===== src/rtl/fetch_controller.sv =====
// Fetch-stage sequencer: PC enable, PC source select and IF/ID flush.
// Handles boot hold, redirects, decode stalls and imem wait states.
module fetch_controller #(
  parameter int BOOT_DELAY = 2,
  parameter int MAX_WAIT   = 15
) (
  input  logic        CLK,
  input  logic        RST,
  input  logic        Stall_D,
  input  logic        Branch_Taken,
  input  logic [31:0] Branch_Target,
  input  logic        Imem_Ready,
  output logic        PC_En,
  output logic        PC_Src,
  output logic [31:0] PC_Target,
  output logic        Flush_F,
  output logic        Instr_Valid,
  output logic        Timeout_Err,
  output logic [31:0] Stall_Cycles
);

  localparam int BW = (BOOT_DELAY > 0) ? $clog2(BOOT_DELAY + 1) : 1;
  localparam int WW = $clog2(MAX_WAIT + 1);
  localparam logic [BW-1:0] BOOT_LAST = BW'(BOOT_DELAY);
  localparam logic [WW-1:0] WAIT_MAX  = WW'(MAX_WAIT);

  typedef enum logic [1:0] {
    BOOT,
    RUN,
    WAIT
  } state_e;

  state_e        state_q, state_d;
  logic [BW-1:0] boot_cnt_q, boot_cnt_d;
  logic [WW-1:0] wait_cnt_q, wait_cnt_d;
  logic          pend_q, pend_d;
  logic [31:0]   pend_tgt_q, pend_tgt_d;
  logic          timeout_q, timeout_d;
  logic [31:0]   stall_cnt_q, stall_cnt_d;

  logic        boot_hold;
  logic        wait_st;
  logic        run_st;
  logic        redir;
  logic        issue;
  logic [31:0] redir_tgt;

  // BOOT with the delay elapsed behaves as RUN for that cycle
  assign boot_hold = (state_q == BOOT) && (boot_cnt_q != BOOT_LAST);
  assign wait_st   = (state_q == WAIT);
  assign run_st    = !boot_hold && !wait_st;

  always_comb begin
    state_d     = state_q;
    boot_cnt_d  = boot_cnt_q;
    wait_cnt_d  = wait_cnt_q;
    pend_d      = pend_q;
    pend_tgt_d  = pend_tgt_q;
    timeout_d   = timeout_q;
    stall_cnt_d = stall_cnt_q;
    PC_En       = 1'b0;
    PC_Src      = 1'b0;
    PC_Target   = '0;
    Flush_F     = 1'b0;
    Instr_Valid = 1'b0;
    redir       = 1'b0;
    issue       = 1'b0;
    redir_tgt   = Branch_Target;
    unique case (1'b1)
      boot_hold: begin
        boot_cnt_d = boot_cnt_q + 1'b1;
      end
      wait_st: begin
        if (!Imem_Ready) begin
          if (wait_cnt_q != WAIT_MAX) begin
            wait_cnt_d = wait_cnt_q + 1'b1;
          end
          if (Branch_Taken) begin
            pend_d     = 1'b1;
            pend_tgt_d = Branch_Target;
            Flush_F    = 1'b1;
          end
        end else begin
          state_d    = RUN;
          wait_cnt_d = '0;
          pend_d     = 1'b0;
          if (Branch_Taken) begin
            redir = 1'b1;
          end else if (pend_q) begin
            redir     = 1'b1;
            redir_tgt = pend_tgt_q;
          end else begin
            issue = 1'b1;
          end
        end
      end
      run_st: begin
        state_d = RUN;
        if (Branch_Taken) begin
          redir = 1'b1;
        end else if (!Imem_Ready) begin
          state_d    = WAIT;
          wait_cnt_d = WW'(1);
        end else begin
          issue = 1'b1;
        end
      end
      default: ;
    endcase
    if (redir) begin
      PC_En     = 1'b1;
      PC_Src    = 1'b1;
      PC_Target = redir_tgt;
      Flush_F   = 1'b1;
    end
    if (issue) begin
      PC_En       = !Stall_D;
      Instr_Valid = 1'b1;
    end
    if (wait_cnt_d == WAIT_MAX) begin
      timeout_d = 1'b1;
    end
    if (!boot_hold && !PC_En) begin
      stall_cnt_d = stall_cnt_q + 32'd1;
    end
    if (!RST) begin
      PC_En       = 1'b0;
      PC_Src      = 1'b0;
      PC_Target   = '0;
      Flush_F     = 1'b1;
      Instr_Valid = 1'b0;
    end
  end

  always_ff @(posedge CLK) begin
    if (!RST) begin
      state_q     <= BOOT;
      boot_cnt_q  <= '0;
      wait_cnt_q  <= '0;
      pend_q      <= 1'b0;
      pend_tgt_q  <= '0;
      timeout_q   <= 1'b0;
      stall_cnt_q <= '0;
    end else begin
      state_q     <= state_d;
      boot_cnt_q  <= boot_cnt_d;
      wait_cnt_q  <= wait_cnt_d;
      pend_q      <= pend_d;
      pend_tgt_q  <= pend_tgt_d;
      timeout_q   <= timeout_d;
      stall_cnt_q <= stall_cnt_d;
    end
  end

  assign Timeout_Err  = timeout_q;
  assign Stall_Cycles = stall_cnt_q;

endmodule


===== config.mk =====
export PLATFORM = sky130hd
export DESIGN_NAME = fetch_controller
export DESIGN_NICKNAME = d
export VERILOG_FILES = /design/src/rtl/fetch_controller.sv
export SDC_FILE = /design/constraint.sdc
export NUM_CORES = 1
export LEC_CHECK = 0
export CAP_MARGIN = 5
export CORE_AREA = 2 2 101 128
export CTS_BUF_LIST = sky130_fd_sc_hd__clkbuf_4 sky130_fd_sc_hd__clkbuf_8
export CTS_CLUSTER_DIAMETER = 40
export DETAILED_ROUTE_END_ITERATION = 6
export DIE_AREA = 0 0 103 130
export HOLD_SLACK_MARGIN = 0.05
export PLACE_DENSITY = 0.59
export SYNTH_ARGS = -nofsm -noshare
export SYNTH_HDL_FRONTEND = slang
export SYNTH_SLANG_ARGS = --single-unit

===== constraint.sdc =====
create_clock -name CLK -period 3.3 [get_ports CLK]
set_clock_uncertainty 0.05 [all_clocks]
set_input_delay 0.66 -clock CLK [delete_from_list [all_inputs] [get_ports CLK]]
set_output_delay 0.66 -clock CLK [all_outputs]
set_load 0.005 [all_outputs]

==> summary.txt <==
sequential standard cell area: 0.00148 mm2
area of the multi-input gates: 0.00217 mm2
Worst EP arrival: 2.38 ns
switching power as a share of total power: 0.292
Worst Max-Slew Pin Slew: 0.604 ns
Routed Antenna Nets: 0
synth warn: 0
total CTS buffers: 9
PortBufs: 105
Max stage delay on crit path: 0.53 ns
clock root cell: clkbuf_8
Final min period: 3.09 ns
outcome: finished, final reports clean
Clock Latency Late Sink: 0.35 ns
Rows: 46
number of antenna violations at the first check in global routing: 0
Fin Hold WS: 0.405 ns
Pins Over Slew Limit: 0
Switch Pwr: 712 uW
Max Freq: 324 MHz
final hold violation count: 0
relative slew slack: 0.598
Critical Path RT: 2.59 ns
post-CTS repair timing setup buffer count: 0
instance count of the mapped netlist: 527
Cell Chain, Critical Path: inv_1 > ha_1 > nor2b_1 > o21ai_1 > o21ai_1 > nand2_1 > buf_12 > a21oi_1 > clkdlybuf4s50_1
share of layout cells above drive strength 1: 0.0703
Ports: 106
Synth Register Bits: 74
r2r setup slk: 0.92 ns
Die Height: 130 um
Synth top area share: 0.389
Die W: 103 um
CTS tree: yes
Die ar.: 0.0134 mm2
drt wl/cell: 13.4 um
Power Total: 2440 uW
critical path's most frequent cell: o21ai_1
clk sinks: 74
NumNets Final: 661
DRT Pass-1 Iters: 4
total number of vias: 4,002
drt drc: 0
CTS max path bufs: 2
CP max stage cell: clkdlybuf4s50_1
Seq pwr share: 0.392
post-synth cell types: 41
CTS H-tree depth: 3
Hold Buf Count CTS: 0
top post-synthesis cells by area: dfxtp_1 39%, nand2_1 15%, a21oi_1 11%, clkbuf_1 3.7%, or4_1 2.8%
P_int: 1730 uW
Final Non-Filler Cells: 794
area grow syn2layout: 40.9%
placed insts: 778
via density per instance: 5.04
count leader, synth: nand2_1
Tightest Hold Check Type: flip-flop to flip-flop
Synth area leader: dfxtp_1
Routed WL: 10,600 um
GR Overflow Total: 0
Antenna Cells: 0
vias in the first global route: 3,843
RePlAce Congestion: 0.758
RSZ-0062 raised after global routing: false
WP buf/inv: 3
critical path fanouts, max: 33
crit start category: flip-flop
HPWL Detailed: 7450 um
Final Setup Violations: 0
Peak supply drop: 0.000216 V
Synth top cells by count: 157 x nand2_1, 87 x a21oi_1, 74 x dfxtp_1
DR iter-0 viols: 170
average size of a mapped cell: 7.23 um2
first-pass GRT wire length: 17,400 um
setup TNS: 0 ns
Post-synth EDFFs: 0
Post-Synthesis Cell Area: 0.00381 mm2
largest net degree at the start of global routing: 57
Async S/R FF share, synth: 0
core footprint: 0.0123 mm2
Max-Cap Viols: 0
Seq/Total Area, Yosys: 0.389
Placement Setup Slack: 0.0214 ns
CP endpoint kind: primary output
PD cells: 454 mW/mm2
combinational power share: 0.244
Clk pwr share: 0.364
Crit path max-delay family: buffers and inverters
syn nets: 567
Setup WS post-layout: 0.209 ns
fill cell count: 1,288
Initial Utilization: 0.309
Total GRT Usage: 0.161
Tcrit/Tclk final: 0.937
clock transition at the registers of the reported paths: 0.07 ns
Pleak: 0.00184 uW
Most used DFF post-synth: dfxtp_1
crit path kind: flip-flop to primary output
==> sequential cells by signal (all words and copies together), names as in the netlist <==
register	flops
pend_q	1
state_q	2
Timeout_Err	1
pend_tgt_q	32
Stall_Cycles	32
boot_cnt_q	2
wait_cnt_q	4
==> power groups by stage <==
stage          combinational (uW)  sequential, uW  clock [uW]
2_1_floorplan                 343             965           0
3_3_place_gp                  588             975           0
3_5_place_dp                  594             976           0
5_1_grt                       663             962         954
6_report                      595             955         888
4_1_cts                       598             955         923
==> per-layer routing <==
metal	track usage	share of wire	vias to the layer above
met1	0.188	0.44	1834
met4	0.0697	0.011	0
li1	-	-	2035
met3	0.0305	0.060	13
met5	0	0	-
met2	0.283	0.48	120
==> through the flow <==
step	utilization	cell area (um2)
floorplan	-	3810
global placement	0.414	5100
detailed placement	0.414	5100
CTS	0.435	5360
global route	0.436	5370
finish	0.436	5370
==> cells by family after synthesis <==
logic type / count (synthesis) / synth area share
flip-flops: 74 / 0.389
AO/OA/AOI/OAI: 131 / 0.203
AND/OR/NAND/NOR: 265 / 0.329
XOR/XNOR: 1 / 0.00230
buffers and inverters: 45 / 0.0466
adder cells (fa/ha/maj): 3 / 0.00985
multiplexers: 8 / 0.0210
==> layout by cell type, fill, tap and decap left out, drive strengths merged, types with 2 or more instances in the layout <==
cell type	instances
nand2b	15
nor3	7
o211ai	2
o31a	3
ha	3
mux2i	8
buf	19
bufinv	3
or3	8
nor4	8
o31ai	12
o21ai	7
nand4	9
and2	8
nand3	13
dfxtp	74
inv	4
nor2b	5
and3	4
nand2	157
a21oi	87
clkbuf	12
dlymetal6s2s	2
o41ai	6
or4	15
a211oi	2
nor2	13
o311ai	6
and4	2
clkdlybuf4s50	103
==> worst register-to-register path: cells and delay by family, from the launching register on <==
family / cells / cell delay, ns
flops: 1 / 0.45
mux: 1 / 0.21
simple gates: 4 / 1.60
==> path summary, 6_finish.rpt <==
| check | to | depth (start not counted) | startpoint |
|---|---|---|---|
| setup / recovery | PC_Target[31] | 9 | boot_cnt_q[0]$_SDFFE_PN0N_ |
| hold / removal | pend_tgt_q[31]$_SDFFE_PN0P_ | 2 | pend_tgt_q[31]$_SDFFE_PN0P_ |
| setup reg to reg | Stall_Cycles[25]$_SDFFE_PN0P_ | 5 | Stall_Cycles[3]$_SDFFE_PN0P_ |
| hold reg to reg | pend_tgt_q[31]$_SDFFE_PN0P_ | 2 | pend_tgt_q[31]$_SDFFE_PN0P_ |
==> what timing repair did <==
item / in CTS / in global routing
endpoints found under the hold margin: 0 / 0
resized for setup: 0 / 7
setup endpoints to repair: 0 / 34
==> layout make-up <==
type                            instances  area share
Multi-Input combinational cell        408       0.404
Tap cell                              168      0.0391
Sequential cell                        74       0.276
Clock buffer                           12      0.0296
Clock inverter                          4      0.0182
Timing Repair Buffer                  124       0.230
Inverter                                4     0.00280
Note: power is estimated with default switching activity, not from simulation.
